<file path="config.mk">
export PLATFORM = sky130hd
export DESIGN_NAME = bram_writer
export DESIGN_NICKNAME = d
export VERILOG_FILES = /design/src/rtl/fish_box_pkg.sv /design/src/rtl/bram_writer_lane_packer.sv /design/src/rtl/bram_writer.sv
export SDC_FILE = /design/constraint.sdc
export NUM_CORES = 1
export LEC_CHECK = 0
export ABC_AREA = 1
export CORE_MARGIN = 8
export CORE_UTILIZATION = 60
export DETAILED_ROUTE_END_ITERATION = 10
export PLACE_DENSITY = 0.94
export SLEW_MARGIN = 20
export SYNTH_ARGS = -nofsm -noshare
export SYNTH_HDL_FRONTEND = slang
export SYNTH_HIERARCHICAL = 1
export SYNTH_SLANG_ARGS = --single-unit
</file>
<file path="constraint.sdc">
create_clock -name i_clk -period 7.95 [get_ports i_clk]
set_input_delay 1.1925 -clock i_clk [delete_from_list [all_inputs] [get_ports i_clk]]
set_output_delay 1.1925 -clock i_clk [all_outputs]
set_load 0.05 [all_outputs]
</file>
<file path="src/rtl/fish_box_pkg.sv">
// Shared definitions for the fish box datapath: BRAM port geometry,
// writer FSM state encoding and the lane-to-byte-enable helper.
package fish_box_pkg;

    localparam int BRAM_DATA_WIDTH = 32;
    localparam int BRAM_WE_WIDTH   = 4;

    localparam logic [1:0] ST_IDLE  = 2'd0;
    localparam logic [1:0] ST_RUN   = 2'd1;
    localparam logic [1:0] ST_DRAIN = 2'd2;
    localparam logic [1:0] ST_DONE  = 2'd3;

    // Byte enables covering the first `lanes` lanes of `width` bits.
    function automatic logic [BRAM_WE_WIDTH-1:0] lane_mask(
        input int unsigned lanes,
        input int unsigned width
    );
        int unsigned nbytes;
        logic [BRAM_WE_WIDTH-1:0] m;
        nbytes = (lanes * width) / 8;
        m = '0;
        for (int unsigned i = 0; i < BRAM_WE_WIDTH; i++) begin
            if (i < nbytes) m[i] = 1'b1;
        end
        return m;
    endfunction

endpackage

</file>
<file path="src/rtl/bram_writer_lane_packer.sv">
// Packs DATA_IN_WIDTH elements little-endian into a 32-bit word.
// Ports: i_clk/i_rst, i_clear (new transfer), i_push (element accepted),
// i_last (final element), i_data; o_word (word incl. current element),
// o_fill (lanes filled incl. current), o_complete (word ready to write).
module lane_packer
    import fish_box_pkg::*;
#(
    parameter int DATA_IN_WIDTH = 8
) (
    input  logic                       i_clk,
    input  logic                       i_rst,
    input  logic                       i_clear,
    input  logic                       i_push,
    input  logic                       i_last,
    input  logic [DATA_IN_WIDTH-1:0]   i_data,
    output logic [BRAM_DATA_WIDTH-1:0] o_word,
    output logic [2:0]                 o_fill,
    output logic                       o_complete
);

    localparam int LANES = BRAM_DATA_WIDTH / DATA_IN_WIDTH;
    localparam int PW    = (LANES > 1) ? $clog2(LANES) : 1;

    logic [BRAM_DATA_WIDTH-1:0] lane_q;
    logic [BRAM_DATA_WIDTH-1:0] word_next;
    logic [PW-1:0]              ptr_q;
    logic                       at_top;

    always_comb begin
        word_next = lane_q;
        word_next[ptr_q*DATA_IN_WIDTH +: DATA_IN_WIDTH] = i_data;
    end

    assign at_top     = (ptr_q == PW'(LANES - 1));
    assign o_complete = i_push && (at_top || i_last);
    assign o_word     = word_next;
    assign o_fill     = 3'(ptr_q) + 3'd1;

    // A completed word is handed out combinationally, so the register
    // restarts empty and the next element may land in lane 0 at once.
    always_ff @(posedge i_clk) begin
        if (i_rst || i_clear) begin
            lane_q <= '0;
            ptr_q  <= '0;
        end else if (i_push) begin
            if (o_complete) begin
                lane_q <= '0;
                ptr_q  <= '0;
            end else begin
                lane_q <= word_next;
                ptr_q  <= ptr_q + 1'b1;
            end
        end
    end

endmodule

</file>
<file path="src/rtl/bram_writer.sv">
// Streaming BRAM write master: packs elements into words and writes them
// to consecutive word addresses from a programmed base.
// Ports: i_clk/i_rst, i_start/i_base_addr/i_num_elems (transfer setup),
// i_data/i_valid/o_ready (element stream), o_busy/o_done/o_elem_count
// (status), bram_* (BRAM_CTRL-style write port).
module bram_writer
    import fish_box_pkg::*;
#(
    parameter int DATA_IN_WIDTH = 8,
    parameter int MEM_BYTES     = 32768,
    parameter int CNT_WIDTH     = 32
) (
    input  logic                     i_clk,
    input  logic                     i_rst,
    input  logic                     i_start,
    input  logic [31:0]              i_base_addr,
    input  logic [CNT_WIDTH-1:0]     i_num_elems,
    input  logic [DATA_IN_WIDTH-1:0] i_data,
    input  logic                     i_valid,
    output logic                     o_ready,
    output logic                     o_busy,
    output logic                     o_done,
    output logic [CNT_WIDTH-1:0]     o_elem_count,
    output logic                     bram_clk,
    output logic                     bram_rst,
    output logic                     bram_en,
    output logic [3:0]               bram_we,
    output logic [31:0]              bram_addr,
    output logic [31:0]              bram_din
);

    localparam int AW = $clog2(MEM_BYTES);

    logic [1:0]           state_q;
    logic [31:0]          base_q;
    logic [CNT_WIDTH-1:0] count_q;
    logic [AW-1:0]        off_q;
    logic [AW-1:0]        addr_lo;

    logic        start_ok;
    logic        accept;
    logic        last;
    logic [31:0] word;
    logic [2:0]  fill;
    logic        complete;

    assign bram_clk = i_clk;
    assign bram_rst = i_rst;

    assign start_ok = i_start &&
                      (state_q == ST_IDLE || state_q == ST_DONE);
    assign accept   = i_valid && o_ready;
    assign last     = accept &&
                      (o_elem_count == count_q - 1'b1);

    // Offset wraps inside the BRAM; upper base bits pass through.
    assign addr_lo  = base_q[AW-1:0] + off_q;

    lane_packer #(
        .DATA_IN_WIDTH (DATA_IN_WIDTH)
    ) u_packer (
        .i_clk      (i_clk),
        .i_rst      (i_rst),
        .i_clear    (start_ok),
        .i_push     (accept),
        .i_last     (last),
        .i_data     (i_data),
        .o_word     (word),
        .o_fill     (fill),
        .o_complete (complete)
    );

    always_ff @(posedge i_clk) begin
        if (i_rst) begin
            state_q      <= ST_IDLE;
            base_q       <= '0;
            count_q      <= '0;
            off_q        <= '0;
            o_ready      <= 1'b0;
            o_busy       <= 1'b0;
            o_done       <= 1'b0;
            o_elem_count <= '0;
            bram_en      <= 1'b0;
            bram_we      <= '0;
            bram_addr    <= '0;
            bram_din     <= '0;
        end else begin
            bram_en <= 1'b0;
            bram_we <= '0;

            case (state_q)
                ST_IDLE, ST_DONE: begin
                    if (start_ok) begin
                        o_elem_count <= '0;
                        base_q       <= i_base_addr & ~32'h3;
                        count_q      <= i_num_elems;
                        off_q        <= '0;
                        if (i_num_elems != '0) begin
                            state_q <= ST_RUN;
                            o_ready <= 1'b1;
                            o_busy  <= 1'b1;
                            o_done  <= 1'b0;
                        end else begin
                            state_q <= ST_DONE;
                            o_done  <= 1'b1;
                        end
                    end
                end
                ST_RUN: begin
                    if (accept && o_elem_count < count_q) begin
                        o_elem_count <= o_elem_count + 1'b1;
                    end
                    if (last) begin
                        o_ready <= 1'b0;
                        state_q <= ST_DRAIN;
                    end
                end
                ST_DRAIN: begin
                    state_q <= ST_DONE;
                    o_busy  <= 1'b0;
                    o_done  <= 1'b1;
                end
                default: state_q <= ST_IDLE;
            endcase

            if (complete) begin
                bram_en   <= 1'b1;
                bram_we   <= lane_mask(32'(fill), DATA_IN_WIDTH);
                bram_din  <= word;
                bram_addr <= {base_q[31:AW], addr_lo};
                off_q     <= off_q + AW'(4);
            end
        end
    end

endmodule

</file>
== Word-level counts from Yosys, hierarchy flattened ==
Index checks and enable logic that the tools add are counted.
Widths: inputs -> output; s select.

* Equality and inequality tests: 9
* $lt $le $gt $ge: 5
* Shift-type cells: 2
* Muxes and demuxes: 26
* Add/subtract/negate cells: 7
* Reduce and logical (&&, ||, !) cells: 23
* $mul: 0
* Bitwise operators: 1
* Div/mod/pow operators: 0

{| class="wikitable"
|+ Operators with widths
! cell !! number
|-
| $mux 32 || 3
|-
| $pmux 32 s2 || 1
|-
| $mux 15 || 3
|-
| $neg 5->34 || 1
|-
| $shift 8x34->32 const A || 1
|-
| $shiftx 8x34->32 || 1
|-
| $add 32x1->32 const B || 1
|-
| $bwmux 32 || 1
|-
| $eq 32x32->1 || 1
|-
| $lt 32x32->1 || 1
|-
| $reduce_bool 32->1 || 1
|-
| $sub 32x1->32 const B || 1
|-
| $add 15x15->15 || 1
|-
| $add 15x3->15 const B || 1
|-
| $mux 1 || 10
|-
| $mux 2 || 4
|-
| $reduce_and 2->1 || 4
|-
| $reduce_bool 2->1 || 4
|-
| $eq 2x2->1 const B || 3
|-
| $lt 1x3->1 const A || 2
|-
| $lt 2x3->1 const A || 2
|-
| $pmux 1 s2 || 3
|-
| $pmux 2 s3 || 1
|-
| $reduce_and 3->1 || 2
|-
| other kinds (11) || 20
|}

* Input bits: 76
* Bits in writable memories: 0
* Register bits after elaboration: 217
* Word-level logic and storage cells: 87
* Bits in read-only memories: 0
* Memories kept: 0
* Latch bits: 0
* Output and inout port bits: 106

== Depth between registers and ports, before layout ==
* Word-level depth: 7
* Gate-level depth with buffers: 23

== Modules after synthesis ==
The synthesis kept the hierarchy.

{| class="wikitable"
|+ Modules (own cells, without submodules)
! module !! area each (µm²) !! sequential area each (µm²) !! cells each !! instances
|-
| bram_writer || 10457.5 || 3583.4 || 1542 || 1
|-
| lane_packer || 1846.8 || 680.7 || 297 || 1
|}

==> run summary <==
The die outline width is 159.2 um. Counting distinct cell types in the post-synthesis netlist gives 48. For the pin with the worst max-slew slack, the measured transition is 1.056 ns.

After synthesis, the cell types taking the most area are sky130_fd_sc_hd__dfxtp_1 35%, sky130_fd_sc_hd__nand2_1 12%, sky130_fd_sc_hd__nor2_1 9.7%. The post-synthesis average cell area is 6.691 um2. The total of endpoints with negative setup slack in the final report came out at 0.

The placed instances occupy a cell area of 14140 um2. The pre-antenna-repair detailed-routing pass consisted of 5 iterations. The count of warnings emitted by yosys came out at 6. Detailed placement finished with a half-perimeter wire length of approximately 28000 um. At the worst endpoint, the arrival time is between 4 and 5 ns. The sequential-to-total area share from yosys stat is approximately a third. Global routing finished with a remaining overflow of 0.

The number of buffers inserted for hold repair after clock tree synthesis came out at 0. The starting utilization of the core area is 61.00%. Net switching is 41.35% of the power. The tightest min-delay check is of the flop to flop type. The fraction of layout cells with a size suffix above 1 is 6.250%.

The overall via count from detail_route is 12770. The share of total power in combinational logic is 37.0%. The flow ran to the end, and the final reports show no timing, DRC or antenna violations. The core region is 20170 um2. The detailed router finished its first iteration with 961 violations. The worst vdd rail ir drop is roughly 0.00021 V. The routed wirelength normalized by instance count is between 15 and 20 um. The net count reported at finish is roughly 2100. The internal portion of the total power is approximately 2.4 mW. The number of storage elements in the synthesis netlist is approximately 210. The relative contribution of sequential cells to total power is ~32%.

The finished cells cover around 15000 um2. The hold violation total from the final report is 0. Summed over all instances, the cell type with the most area after synthesis is sky130_fd_sc_hd__dfxtp_1. STA classifies the critical path endpoint as a primary output.

After global routing, the most crowded layer is met2. The setup fix buffers added after clock tree synthesis came out at 0. Setup repair after global routing left no endpoint under its margin. The synthesized netlist devotes 13.56% of its cell area to compound gates.

In the synthesized netlist, the cells that appear most often are 384 x sky130_fd_sc_hd__nand2_1, 317 x sky130_fd_sc_hd__nor2_1, 213 x sky130_fd_sc_hd__dfxtp_1. For this design, the slowest cell found on the critical path is sky130_fd_sc_hd__clkdlybuf4s50_1. The worst hold slack across all endpoints is 0.4672 ns.

The parity-gate share of the synthesized area counting xor and xnor cells is 4.759%. The number of max-slew violations in the final report came out at 0. The final routed wirelength across all metal layers came out at roughly 38000 um. The dominant combinational cell family by area after synthesis is simple AND/OR/NAND/NOR gates. The aggregate global-route resource usage is between 20% and 30%.

Yosys instantiated no cell more often than sky130_fd_sc_hd__nand2_1. The final-layout fill cell count is 1575. The met3 track utilization from global routing came out at 7.394%.

The number of instances resized during post-cts repair is 0. Summed over all cells, the static leakage comes to 6.326 nW. The total placed cells including tap cells came out at 2209.

In the global route stage, met2 resource usage came out at about 50%. For this run, the leading register cell type out of synthesis is sky130_fd_sc_hd__dfxtp_1. The via count of the first global-routing pass came out at 12330.

The sort of element at the start of the critical path is a clock port. The synthesized instance count is about 1800. The highest net fanout along the worst path is 2.

The aggregate negative setup slack is 0 ns. The source-to-sink clock delay at the later pin of the worst-skew pair came out at 0.67 ns. Setup slack closes at 1.842 ns. The number of synthesized flops with an enable pin is 0. The power per cell area is 269.2 nW/um2. After the flow finishes, the layout carries non-filler instances totaling 2256.

In this run the tool buffered the top-level ports with 177 buffer cells. The portion of synthesized cell area occupied by the leading cell type is 34.66%. The signal on the critical path passes through clkbuf_16 -> clkbuf_16 -> clkdlybuf4s50_1. Dividing the detail-routed via count by the number of cells gives between 5 and 6.

The netlist area before placement is between 10000 and 15000 um2. The count of nets left with antenna violations once routing finished came out at 0. The worst slew slack as a fraction of its limit is 29.42%. The critical path contains buffers and inverters numbering 3 combined. The die area is 25350 um2.

The final standard cell utilization of the core is 74.50%. The data required time at the worst endpoint is 6.76 ns. The die is between 150 and 200 um tall.

Across the routed clock network, the largest skew measured is 0.02843 ns. On the critical path the largest part of the delay comes from buffers and inverters. The critical path class is clock port to primary output.

The last weighted congestion value of the routability-driven placer is between 1 and 1.5. The delay of the slowest critical-path stage came out at 0.69 ns. The post-detailed-route DRC marker count came out at 0. Counting stages on the worst path, the most repeated cell is sky130_fd_sc_hd__clkbuf_16. The number of I/O pins is 182.

In the global route stage, met1 resource usage came out at 31.96%. The clock tree from TritonCTS is done. The layout-stage area growth over the synthesis result is 22.13%. The max-capacitance violation count is 0.

The worst slack at placement came out at 2.110 ns. The sum of internal, switching and leakage power came out at 4.045 mW. The global-route wire length before repair is 61110 um. The pin count of the biggest net entering global routing is 99. The relative contribution of the clock network to total power came out at 30.7%. The clock transition at the register clock pins on the worst setup and hold paths after CTS is 0.06 ns. The simple-gate share of the synthesized area is 33.31%.

The reported net switching power came out at 1.673 mW. The proportion of register bits with asynchronous set or reset after synthesis is 0%. The floorplan has 52 rows. Of the total synthesized cell area, the portion taken by full adders, half adders and majority gates is 5.857%. The multiplexer share of the synthesized area is 0%. The initial antenna violation count is 2.
[cell families after synthesis]
kind of cell | Yosys count
AND/OR/NAND/NOR | 938
AO/OA/AOI/OAI | 318
other | 1
adder cells (fa/ha/maj) | 57
flip-flops | 213
buffers and inverters | 246
XOR/XNOR | 66
[sequential cells by signal (all words and copies together), names as in the netlist]
name / cells
o_elem_count: 32
state_q: 2
bram_din: 32
off_q: 13
u_packer/ptr_q: 2
o_ready: 1
u_packer/lane_q: 32
bram_addr: 30
o_busy: 1
o_done: 1
bram_we: 4
base_q: 30
bram_en: 1
count_q: 32
[routing by layer]
layer  wire [um]  share of wire, %
met5           0                 0
met4        1676               4.4
met3        3109               8.2
met2       18240                48
met1       14900                39
[worst paths after layout]
check	startpoint	endpoint	slack (ns)	depth (start not counted)
worst max-delay path	i_clk	bram_clk	1.84	3
worst min-delay path	u_packer/lane_q[29]	u_packer/lane_q[29]	0.47	2
worst max register to register	o_elem_count[0]	bram_we[2]	3.43	18
worst min register to register	u_packer/lane_q[29]	u_packer/lane_q[29]	0.47	2
[placed cells by master, fill, tap and decap left out, types with 3 or more instances in the layout]
cell type and instances:
sky130_fd_sc_hd__o2111ai_1 4, sky130_fd_sc_hd__clkbuf_1 3, sky130_fd_sc_hd__xnor2_1 19, sky130_fd_sc_hd__nor3b_1 3, sky130_fd_sc_hd__o221ai_1 3, sky130_fd_sc_hd__nand4_1 37
sky130_fd_sc_hd__dfxtp_1 213, sky130_fd_sc_hd__or2_2 5, sky130_fd_sc_hd__nor3_1 25, sky130_fd_sc_hd__clkinv_2 7, sky130_fd_sc_hd__nand3_2 3, sky130_fd_sc_hd__nand3_1 90
sky130_fd_sc_hd__a211oi_1 5, sky130_fd_sc_hd__o21ai_0 148, sky130_fd_sc_hd__nor2_4 10, sky130_fd_sc_hd__ha_1 56, sky130_fd_sc_hd__inv_2 10, sky130_fd_sc_hd__nor2_2 24
sky130_fd_sc_hd__a21oi_1 141, sky130_fd_sc_hd__nand3b_1 8, sky130_fd_sc_hd__inv_1 147, sky130_fd_sc_hd__nor4_1 14, sky130_fd_sc_hd__clkbuf_16 27, sky130_fd_sc_hd__nand2_4 4
sky130_fd_sc_hd__xor2_1 46, sky130_fd_sc_hd__clkinv_1 3, sky130_fd_sc_hd__clkdlybuf4s50_1 176, sky130_fd_sc_hd__nor2_1 317, sky130_fd_sc_hd__buf_4 6, sky130_fd_sc_hd__clkbuf_8 5
sky130_fd_sc_hd__nand2_1 383, sky130_fd_sc_hd__nand2_2 9
[final cells by class]
type	instances	area (um2)	share of cell area [%]
multi-input combinational	1381	7104	47.28
sequential	213	4264	28.38
timing repair buffer	183	1817	12.09
clock buffer	36	765.7	5.096
inverter	161	605.6	4.030
tap	270	337.8	2.248
clock inverter	10	127.6	0.8493
antenna	2	5.005	0.03331
[power by group through the flow]
stage	Clock [mW]	Combinational (mW)	Sequential [mW]
2_1_floorplan	0.0271	1.09	1.32
3_3_place_gp	0.0290	1.43	1.32
3_5_place_dp	0.0290	1.46	1.32
4_1_cts	1.25	1.48	1.30
5_1_grt	1.29	1.66	1.32
6_report	1.24	1.50	1.31
[tightest hold or removal path: cells and delay by family (launching register included)]
| family | cells | cell delay [ns] |
|---|---|---|
| compound gates | 1 | 0.05 |
| flops | 1 | 0.31 |
| simple gates | 1 | 0.06 |
(Power assumes the default switching activity.)
